[src/rtl/stepper_motion_ctrl.sv]
// Stepper motor move sequencer: valid/ready move commands, full/half step, pause, abort, signed position.
// Define STEP_RAMP_EN to add a symmetric trapezoidal acceleration/deceleration ramp.
module stepper_motion_ctrl #(
    parameter int STEP_PERIOD = 100000,
    parameter int CNT_W       = 16,
    parameter int POS_W       = 24,
    parameter int RAMP_START  = 400000,
    parameter int RAMP_DEC    = 1000
) (
    input  logic             clk,
    input  logic             reset_n,
    input  logic             cmd_valid,
    output logic             cmd_ready,
    input  logic [CNT_W-1:0] cmd_steps,
    input  logic             cmd_dir,
    input  logic             half_step,
    input  logic             enable,
    input  logic             stop,
    output logic [3:0]       coil,
    output logic             busy,
    output logic             done,
    output logic [CNT_W-1:0] steps_remaining,
    output logic [POS_W-1:0] position
);

    if (STEP_PERIOD < 2 || RAMP_START < STEP_PERIOD || RAMP_DEC < 0) begin : g_bad_cfg
        $error("stepper_motion_ctrl: invalid step timing parameters");
    end

    localparam logic [31:0]             SP_C    = 32'(STEP_PERIOD);
    localparam logic signed [POS_W-1:0] POS_ONE = POS_W'(1);

    typedef enum logic {IDLE = 1'b0, RUN = 1'b1} state_t;

    state_t                  state, state_next;
    logic [2:0]              phase;
    logic [31:0]             tick;
    logic [31:0]             period;
    logic [CNT_W-1:0]        remaining;
    logic signed [POS_W-1:0] pos;
    logic                    dir_lat, half_lat;
    logic                    busy_q, pend, done_q;
    logic                    accept, step, end_evt;

    function automatic logic [3:0] phase_pattern(input logic [2:0] p);
        case (p)
            3'd0:    return 4'b0001;
            3'd1:    return 4'b0011;
            3'd2:    return 4'b0010;
            3'd3:    return 4'b0110;
            3'd4:    return 4'b0100;
            3'd5:    return 4'b1100;
            3'd6:    return 4'b1000;
            default: return 4'b1001;
        endcase
    endfunction

    // Full-step mode lives on the odd (two-coil) indices; an even phase is first nudged by one.
    function automatic logic [2:0] next_phase(input logic [2:0] p, input logic half, input logic rev);
        logic [2:0] inc;
        inc = (half || !p[0]) ? 3'd1 : 3'd2;
        return rev ? p - inc : p + inc;
    endfunction

    always_ff @(posedge clk or negedge reset_n) begin
        if (!reset_n) state <= IDLE;
        else          state <= state_next;
    end

    always_comb begin
        state_next = state;
        accept     = 1'b0;
        step       = 1'b0;
        end_evt    = 1'b0;
        case (state)
            IDLE: begin
                if (cmd_valid && cmd_ready) begin
                    accept = 1'b1;
                    if (cmd_steps != '0) state_next = RUN;
                    else                 end_evt    = 1'b1;
                end
            end
            RUN: begin
                if (stop) begin
                    state_next = IDLE;
                    end_evt    = 1'b1;
                end else if (enable && tick == period - 32'd1) begin
                    step = 1'b1;
                    if (remaining == CNT_W'(1)) begin
                        state_next = IDLE;
                        end_evt    = 1'b1;
                    end
                end
            end
            default: state_next = IDLE;
        endcase
    end

    // The cycle after a move ends is still part of it: busy drops and done pulses one edge later.
    assign cmd_ready = (state == IDLE) && !stop && !pend;

    always_ff @(posedge clk or negedge reset_n) begin
        if (!reset_n) begin
            phase     <= 3'd0;
            tick      <= 32'd0;
            remaining <= '0;
            pos       <= '0;
            dir_lat   <= 1'b0;
            half_lat  <= 1'b0;
            busy_q    <= 1'b0;
            pend      <= 1'b0;
            done_q    <= 1'b0;
        end else begin
            pend   <= end_evt;
            done_q <= pend;
            if (pend) busy_q <= 1'b0;
            if (accept) begin
                remaining <= cmd_steps;
                dir_lat   <= cmd_dir;
                half_lat  <= half_step;
                tick      <= 32'd0;
                if (cmd_steps != '0) busy_q <= 1'b1;
            end
            if (state == RUN && !stop && enable) begin
                tick <= step ? 32'd0 : tick + 32'd1;
            end
            if (step) begin
                phase     <= next_phase(phase, half_lat, dir_lat);
                pos       <= dir_lat ? pos - POS_ONE : pos + POS_ONE;
                remaining <= remaining - CNT_W'(1);
            end
        end
    end

`ifdef STEP_RAMP_EN
    localparam logic [31:0] START_C = 32'(RAMP_START);
    localparam logic [31:0] DEC_C   = 32'(RAMP_DEC);

    logic [31:0]      period_q;
    logic [CNT_W-1:0] accel;

    function automatic logic [31:0] ramp_up(input logic [31:0] p);
        logic [32:0] s;
        s = {1'b0, p} + {1'b0, DEC_C};
        return (s >= {1'b0, START_C}) ? START_C : s[31:0];
    endfunction

    function automatic logic [31:0] ramp_down(input logic [31:0] p);
        return (p >= SP_C + DEC_C) ? p - DEC_C : SP_C;
    endfunction

    // Deceleration mirrors acceleration: once the steps left fit in the accel count, slow back down.
    always_ff @(posedge clk or negedge reset_n) begin
        if (!reset_n) begin
            period_q <= START_C;
            accel    <= '0;
        end else if (accept) begin
            period_q <= START_C;
            accel    <= '0;
        end else if (step) begin
            if ((remaining - CNT_W'(1)) <= accel) begin
                period_q <= ramp_up(period_q);
            end else if (period_q > SP_C) begin
                period_q <= ramp_down(period_q);
                accel    <= accel + CNT_W'(1);
            end
        end
    end

    assign period = period_q;
`else
    assign period = SP_C;
`endif

    assign coil            = enable ? phase_pattern(phase) : 4'b0000;
    assign busy            = busy_q;
    assign done            = done_q;
    assign steps_remaining = remaining;
    assign position        = pos;

endmodule

[config.mk]
export PLATFORM = sky130hd
export DESIGN_NAME = stepper_motion_ctrl
export DESIGN_NICKNAME = d
export VERILOG_FILES = /design/src/rtl/stepper_motion_ctrl.sv
export SDC_FILE = /design/constraint.sdc
export NUM_CORES = 1
export LEC_CHECK = 0
export CAP_MARGIN = 20
export CORE_ASPECT_RATIO = 1.4
export CORE_MARGIN = 1
export CORE_UTILIZATION = 56
export CTS_CLUSTER_DIAMETER = 200
export DETAILED_ROUTE_END_ITERATION = 10
export GPL_ROUTABILITY_DRIVEN = 0
export PLACE_DENSITY_LB_ADDON = 0.3
export REMOVE_ABC_BUFFERS = 1
export SLEW_MARGIN = 15
export SYNTH_ARGS = -nofsm -noshare
export SYNTH_HDL_FRONTEND = slang
export SYNTH_SLANG_ARGS = --single-unit
[constraint.sdc]
create_clock -name clk -period 3.4 [get_ports clk]
set_input_delay 0.51 -clock clk [delete_from_list [all_inputs] [get_ports clk]]
set_output_delay 0.51 -clock clk [all_outputs]
set_load 0.01 [all_outputs]
# After elaboration in Yosys (flattened, before gate mapping)

Cells that the tools add are included.

Output and inout bits: 47
Logic and storage cells: 69
Input bits: 23
Register bits after elaboration: 81

Bitwise logic cells: 1
Multiplexer cells: 30
Reduce and logical (&&, ||, !) cells: 14
Equal/unequal tests: 8
$add $sub $neg: 6

Operators by type and width:

| kind                                                                     | count |
|---|---|
| 32-bit 2-to-1 mux                                                        | 3 |
| 32-bit by 1-bit adder with 32-bit output (second input constant)         | 1 |
| 32-bit by 17-bit equality test with 1-bit output (second input constant) | 1 |
| 16-bit 2-to-1 mux                                                        | 2 |
| 4-bit one-hot mux with 7 select lines                                    | 1 |
| 24-bit by 2-bit adder with 24-bit output (second input constant)         | 1 |
| 24-bit 2-to-1 mux                                                        | 1 |
| 24-bit by 2-bit subtractor with 24-bit output (second input constant)    | 1 |
| 1-bit 2-to-1 mux                                                         | 18 |
| 16-bit by 1-bit equality test with 1-bit output (second input constant)  | 1 |
| 16-bit nonzero test                                                      | 1 |
| 16-bit by 1-bit subtractor with 16-bit output (second input constant)    | 1 |
| 3-bit equality test (second input constant)                              | 3 |
| 3-bit by 2-bit equality test with 1-bit output (second input constant)   | 2 |
| 1-bit logical AND                                                        | 6 |
| 4-bit 2-to-1 mux                                                         | 1 |
| 1-bit one-hot mux with 2 select lines                                    | 2 |
| 2-bit nonzero test                                                       | 2 |
| 3-bit by 2-bit adder with 3-bit output                                   | 1 |
| 3-bit by 1-bit equality test with 1-bit output (second input constant)   | 1 |
| 1-bit zero test                                                          | 3 |
| 3-bit zero test                                                          | 1 |
| 3-bit 2-to-1 mux                                                         | 1 |
| 3-bit by 2-bit subtractor with 3-bit output                              | 1 |
| 3 further kinds                                                          | 3 |

# Longest topological paths before layout

Gate-level depths: netlist of run 1.

Depth after elaboration: 8
Mapped depth: 10
Gate-level depth less buffers: 9

# Worst setup path after synthesis of run 1

OpenSTA, ideal clock, no wires.

Kind: register to register
Start point: reg dir_lat
End point: reg pos[20] (netlist: position[20])
Cell stages (with the launch flop): 10
Path buffers: 0
Required time: 3266 ps
Period minus slack after synthesis: 2507 ps
Library setup time: 134 ps
Path slack: 893 ps
Arrival time: 2373 ps
Cell sequence: dfrtp_1 > inv_1 > fa_1 > nor2b_1 > o2111ai_1 > a21oi_1 > nor3_1 > o41ai_1 > xnor2_1 > o21ai_0

Longest elaborated chain between the ends: 1

Ends and longest elaborated chain:

| what                   | line | source |
|---|---|---|
| from (decl)            | 41   | `logic dir_lat, half_lat;` |
| from (signal assigned) | 119  | `dir_lat <= cmd_dir;` |
| 24-bit 2-to-1 mux      | 129  | `pos <= dir_lat ? pos - POS_ONE : pos + POS_ONE;` |
| to (signal assigned)   | 129  |  |
| to (decl)              | 40   | `logic signed [POS_W-1:0] pos;` |

Every way passes these cells.
A chain may end at the register's enable or synchronous reset.

# Final worst setup path of run 1

Start point: reg dir_lat
End point: reg pos[17] (netlist: position[17])

Same word-level chain as after synthesis.

==> results of run 1 <==
## state kept, by name, summed over array words and instances, names as in the netlist
register         cells
tick                32
phase                3
pend                 1
done                 1
state                1
busy                 1
dir_lat              1
half_lat             1
position            24
steps_remaining     16
## synth_stat cells (4+ instances only)
master     n
clkbuf_1  22
nor3_1    10
nand3_1   25
nand2_1   84
a31oi_1   15
nor4_1    10
o311ai_0   6
a211oi_1   4
ha_1      25
buf_2      7
o211ai_1   8
a21o_1    13
o31ai_1    8
xnor2_1   14
and3_1    12
o41ai_1    4
nand4_1   18
o21ai_0   83
nor2_1    44
a21oi_1   40
o22ai_1    4
nand2b_1   4
inv_1     15
xor2_1    11
dfrtp_1   81
## worst register-to-register path, stage by stage, from the launching register on
cell and delay, ns:
dfrtp_1 0.41, buf_4 0.32, ha_1 0.36, a21oi_1 0.22, o21ai_0 0.20, a31o_2 0.32, a21oi_1 0.34, o21ai_0 0.18
xnor2_1 0.15, o21ai_0 0.15
## worst paths after layout
kind / startpoint / endpoint / slack, ns / cells after the start
max: dir_lat / position[17] / 0.68 / 9
min reg2reg: pend / done / 0.44 / 0
min: reset_n / steps_remaining[11] / 0.10 / 1
max reg2reg: dir_lat / position[17] / 0.68 / 9
max in group asynchronous: reset_n / tick[8] / 2.70 / 2
min in group clk: pend / done / 0.44 / 0
## final cells by class
class / count / share of cell area [%]
clock buffer: 16 / 4.064
inverter: 15 / 0.9098
multi-input combinational: 485 / 47.57
sequential: 81 / 32.75
tap: 107 / 2.163
timing repair buffer: 78 / 12.54
## cells by family after synthesis
logic type               Yosys count  synth area share, %
adder cells (fa/ha/maj)           27                6.841
XOR/XNOR                          25                4.246
AND/OR/NAND/NOR                  229                22.22
buffers and inverters             46                3.663
multiplexers                       2               0.4124
flip-flops                        81                39.30
AO/OA/AOI/OAI                    202                23.31
## report_power, final
group	internal (mW)	leakage [nW]	switching, mW
clock	0.497	0.119	0.371
sequential	1.04	1.08	0.105
combinational	0.347	1.45	0.436
total	1.89	2.66	0.911
## metrics by stage
stage / total power [mW] / worst slack (ns) / instances / util, % / cell area (um2)
2_1_floorplan: 1.606 / 0.7785 / 581 / - / 5025
3_3_place_gp: 1.899 / 0.6307 / 765 / 65.83 / 5909
3_5_place_dp: 1.927 / 0.5428 / 765 / 65.83 / 5909
4_1_cts: 2.802 / 0.7001 / 781 / 68.63 / 6161
5_1_grt: 2.933 / 0.4073 / 782 / 68.93 / 6188
6_report: 2.799 / 0.6823 / 782 / 68.93 / 6188
## per-layer routing
layer / vias up / routed length (um)
met1: 2347 / 5240
met4: 0 / 351
met5: - / 0
li1: 2367 / -
met3: 30 / 579
met2: 190 / 6859
==> results.yml, run 1 <==
finish:
  drive_above_1_share_pct: 4.148
  layout_commonest_cell: "nand2_1"
  nNetsFinal: 720
  n_fill_cell: 725
  diodes: 0
  final_cell_mix: "nand2_1 (84), o21ai_0 (83), dfrtp_1 (81)"
  regArea_um2: 2027
  multi_input_area_um2: 2944
  area_growth_pct: 19.99
drt:
  routed_via_density: 6.309
  postRouteAntennaNets: 0
  drtIter0Drc: 317
  wl_per_cell_um: 16.66
  drt-pass1-iter-count: 5
  totalWireLength_mm: 13.03
  vias: 4934
  route.detailed.drc: 0
run_status:
  status: "finished, final reports clean"
sta:
  final-max-slew-violation-count: 0
  rsz0062_at_grt: "no"
  fin_setup_tns_ns: 0
  clock.fmax_mhz: 368.0
  setup-violations-final: 0
  hold_violations: 0
  finClkSkew_ns: 0.005157
  max_slew.worst_pin.slew_ns: 0.7160
  finalCritPeriodShare_pct: 79.93
  period_minus_slack_ns: 2.718
  timing.hold.ws_ns: 0.1010
  slew_headroom_pct: 52.09
floorplan:
  die_area_um2: 9603
  die_w_um: 83.11
  fp-row-count: 41
  dieHeight_um: 115.6
  initial_utilization_pct: 57.45
  io_pins: 70
  coreArea_um2: 8977
grt:
  grt_max_degree: 82
  grt_pass1_vias: 4781
  grt_busiest_layer: "met2"
  antenna_found_initial: 0
  grt_use_met3_pct: 3.917
  grt_use_met2_pct: 51.26
  grt-ovfl-total: 0
  gr-usage-met1_pct: 32.11
  grt_pass1_wl_mm: 21.91
  grt_use_total_pct: 27.77
critical_path:
  critPathKind: "flip-flop to flip-flop"
  cpPeakStageDelay_ns: 0.41
  cp_slowest_cell: "dfrtp_1"
  endpoint_kind: "flip-flop"
  worstPathRequired_ns: 3.66
  crit_chain: "buf_4 -> ha_1 -> a21oi_1 -> o21ai_0 -> a31o_2 -> a21oi_1 -> o21ai_0 -> xnor2_1 -> o21ai_0"
  critPathBufInv: 1
  cpLargestDelayFamily: "compound AO/OA/AOI/OAI gates"
  critPathArrivalTime_ns: 2.98
  path_max_fanout: 22
  cp_common_cell: "o21ai_0"
  crit_path_start_kind: "flip-flop"
yosys:
  synth_area_leaders: "dfrtp_1 (39%), o21ai_0 (8.1%), nand2_1 (6.1%), ha_1 (6.1%), a21oi_1 (3.9%)"
  ys_ff_latch: 81
  synth_ff_type: "dfrtp_1"
  synth_cell_type_count: 53
  yosysWarnings: 0
  synth_edf_count: 0
  synth_async_sr_flop_share_pct: 100.0
  yosys.area.top_type: "dfrtp_1"
  synth_top_area_share_pct: 39.30
  avgSynthCellArea_um2: 8.427
  syn_area_um2: 5157
  synth_seq_area_share_pct: 39.30
  synthCells: 612
clocking:
  cts_buffers: 9
  hold_buffers: 0
  postCtsSetupBuffers: 0
  tritoncts: "built"
  path_clk_slew_ns: 0.06
  clock-sinks: 81
  root_buffer: "clkbuf_16"
  htree_levels: 3
  cts_resized: 0
  clockBufferDepth: 2
  insertion_delay_ns: 0.34
placement:
  dpl.hpwl_mm: 9.097
  port_buffers: 69
power_and_ir_drop:
  peakVddDrop_mv: 0.3819
  powerDensity_nw_per_um2: 452.2
  power.leakage_nw: 2.656
worst_hold_path:
  hp-class: "input pin to asynchronous set/reset pin"
run:
  max_cap_viol_count: 0
Note: power is estimated with default switching activity, not from simulation.
==> run 2: changes to the inputs <==
Settings changed: CORE_UTILIZATION 56 to 50.
Clock period 3.4 ns to 2.3 ns, I/O delays scaled along.
==> run 2 against run 1 <==
  * The run now ends with negative setup slack left
  * Hold slack improved by 0.31 ns
  * Setup slack lost 0.73 ns
  * Sequential cell count stayed put
  * Routed wire length rose by 17%
  * Clock-buffer cell count fell by 3
  * Cell count up 14%
  * Non-clock buffer count up 87
  * Die area grew 12%
  * Via count increased by 8.5%
  * Critical path depth is 1 higher
  * Sequential share of layout area shrank 5.0 points
  * Power is 64% higher
  * Critical endpoint is now position[18]
  * Largest cell class unchanged
  * Largest power group unchanged
==> results.yml, run 2 (synthesized netlist as in run 1, its figures left out) <==
grt:
  grt_use_total_pct: 28.51
  antenna_found_initial: 0
  grt_max_degree: 47
  grt_pass1_vias: 5182
  grt_pass1_wl_mm: 23.94
  grt-ovfl-total: 0
power_and_ir_drop:
  peakVddDrop_mv: 0.5519
  p_total_mw: 4.587
  power.leakage_nw: 3.162
  powerDensity_nw_per_um2: 628.0
finish:
  instances_no_fill: 895
  diodes: 0
  layout_commonest_cell: "buf_4"
  multi_input_area_um2: 3307
  post-route-util_pct: 73.38
  regArea_um2: 2028
  area_growth_pct: 41.61
  n_fill_cell: 698
  regMostFlops: "tick"
  drive_above_1_share_pct: 21.97
  final_cell_mix: "buf_4 (88), nand2_1 (82), dfrtp_1 (80)"
  largest_reg_flops: 32
  nNetsFinal: 807
critical_path:
  r2r-end: "position[18]"
  critPathBufInv: 2
  endpoint_kind: "flip-flop"
  crit_chain: "buf_12 -> ha_1 -> and3_1 -> nand4_1 -> a21oi_2 -> buf_4 -> o21bai_4 -> a21oi_1 -> mux2i_1 -> nand2_1"
  reg2reg_slack_ns: -0.05
  worstPathRequired_ns: 2.52
  rr_startpoint: "dir_lat"
  cp_slowest_cell: "dfrtp_2"
  r2r_cells: 10
  cpLargestDelayFamily: "compound AO/OA/AOI/OAI gates"
  worstSetupEndpoint: "position[18]"
  critPathKind: "flip-flop to flip-flop"
  crit_start: "dir_lat"
  path_max_fanout: 10
  cpPeakStageDelay_ns: 0.44
  critPathArrivalTime_ns: 2.57
  cp.depth: 10
  crit_path_start_kind: "flip-flop"
drt:
  drtIter0Drc: 283
  wl_per_cell_um: 17.03
  postRouteAntennaNets: 0
  route.detailed.drc: 0
  drt-pass1-iter-count: 5
  vias: 5354
  totalWireLength_mm: 15.25
  routed_via_density: 5.982
sta:
  finClkSkew_ns: 0.008523
  max_slew.worst_pin.slew_ns: 0.4841
  worst_slack_ns: -0.04950
  rsz0062_at_grt: "yes"
  clock.fmax_mhz: 425.6
  final-max-slew-violation-count: 0
  timing.hold.ws_ns: 0.4071
  slew_headroom_pct: 67.61
  setup-violations-final: 3
  hold_violations: 0
  finalCritPeriodShare_pct: 102.2
  period_minus_slack_ns: 2.350
floorplan:
  die_area_um2: 10730
  die_w_um: 87.84
  io_pins: 70
  coreArea_um2: 9953
  fp-row-count: 43
  dieHeight_um: 122.2
  initial_utilization_pct: 51.82
run_status:
  failed_checks: "negative setup slack"
  status: "complete, but fails checks"
clocking:
  path_clk_slew_ns: 0.06
  tritoncts: "built"
  insertion_delay_ns: 0.34
  root_buffer: "clkbuf_16"
  clock-sinks: 81
  clockBufferDepth: 2
  htree_levels: 3
  cts_buffers: 9
placement:
  place_inst: 870
  port_buffers: 69
  dpl.hpwl_mm: 10.36
run:
  max_cap_viol_count: 0
worst_hold_path:
  hp-class: "flip-flop to flip-flop"
[run 2: final cells by class]
type                            instances  share of cell area, %
Multi-Input combinational cell        485                  45.28
Clock buffer                           13                  3.289
Timing Repair Buffer                  165                  20.51
Sequential cell                        81                  27.77
Clock inverter                          1                0.06853
Inverter                               15                 0.7709
Tap cell                              135                  2.313
[run 2: repair_timing]
| action | in CTS | in global routing |
|---|---|---|
| setup endpoints to repair | 20 | 54 |
| hold endpoints to repair | 34 | 0 |
| setup buffers | 3 | 6 |
| hold buffers | 1 | 0 |
| cloned | 0 | 1 |
| pin swaps | 7 | 23 |
| resized for setup | 22 | 61 |
[run 2: where the power goes]
group          total [mW]  switching, mW  internal [mW]
registers            1.69          0.150           1.54
clock network        1.27          0.551          0.720
logic                1.62          0.804          0.819
total                4.59           1.50           3.08
[run 2: how the worst min path moves through the flow]
stage,start,to,depth (start not counted)
2_1_floorplan,reset_n,busy,0
3_3_place_gp,reset_n,position[1],1
3_5_place_dp,reset_n,position[1],1
4_1_cts,pend,done,0
5_1_grt,pend,done,0
6_report,pend,done,0
[run 2: metal layers]
layer  track usage (%)  wire length, um
met1             32.87             6057
met2             50.05             7975
met3             5.352              594
met4             13.52              619
met5                 0                0
[run 2: per-stage QoR]
stage | area (um2) | worst slack (ns) | setup TNS [ns]
floorplan | 5025 | -0.3215 | -4.163
global placement | 6570 | -0.08475 | -0.4808
detailed placement | 6570 | -0.1385 | -2.047
CTS | 6957 | -0.03452 | -0.1843
global route | 7303 | -0.1562 | -1.292
finish | 7303 | -0.04950 | -0.1127
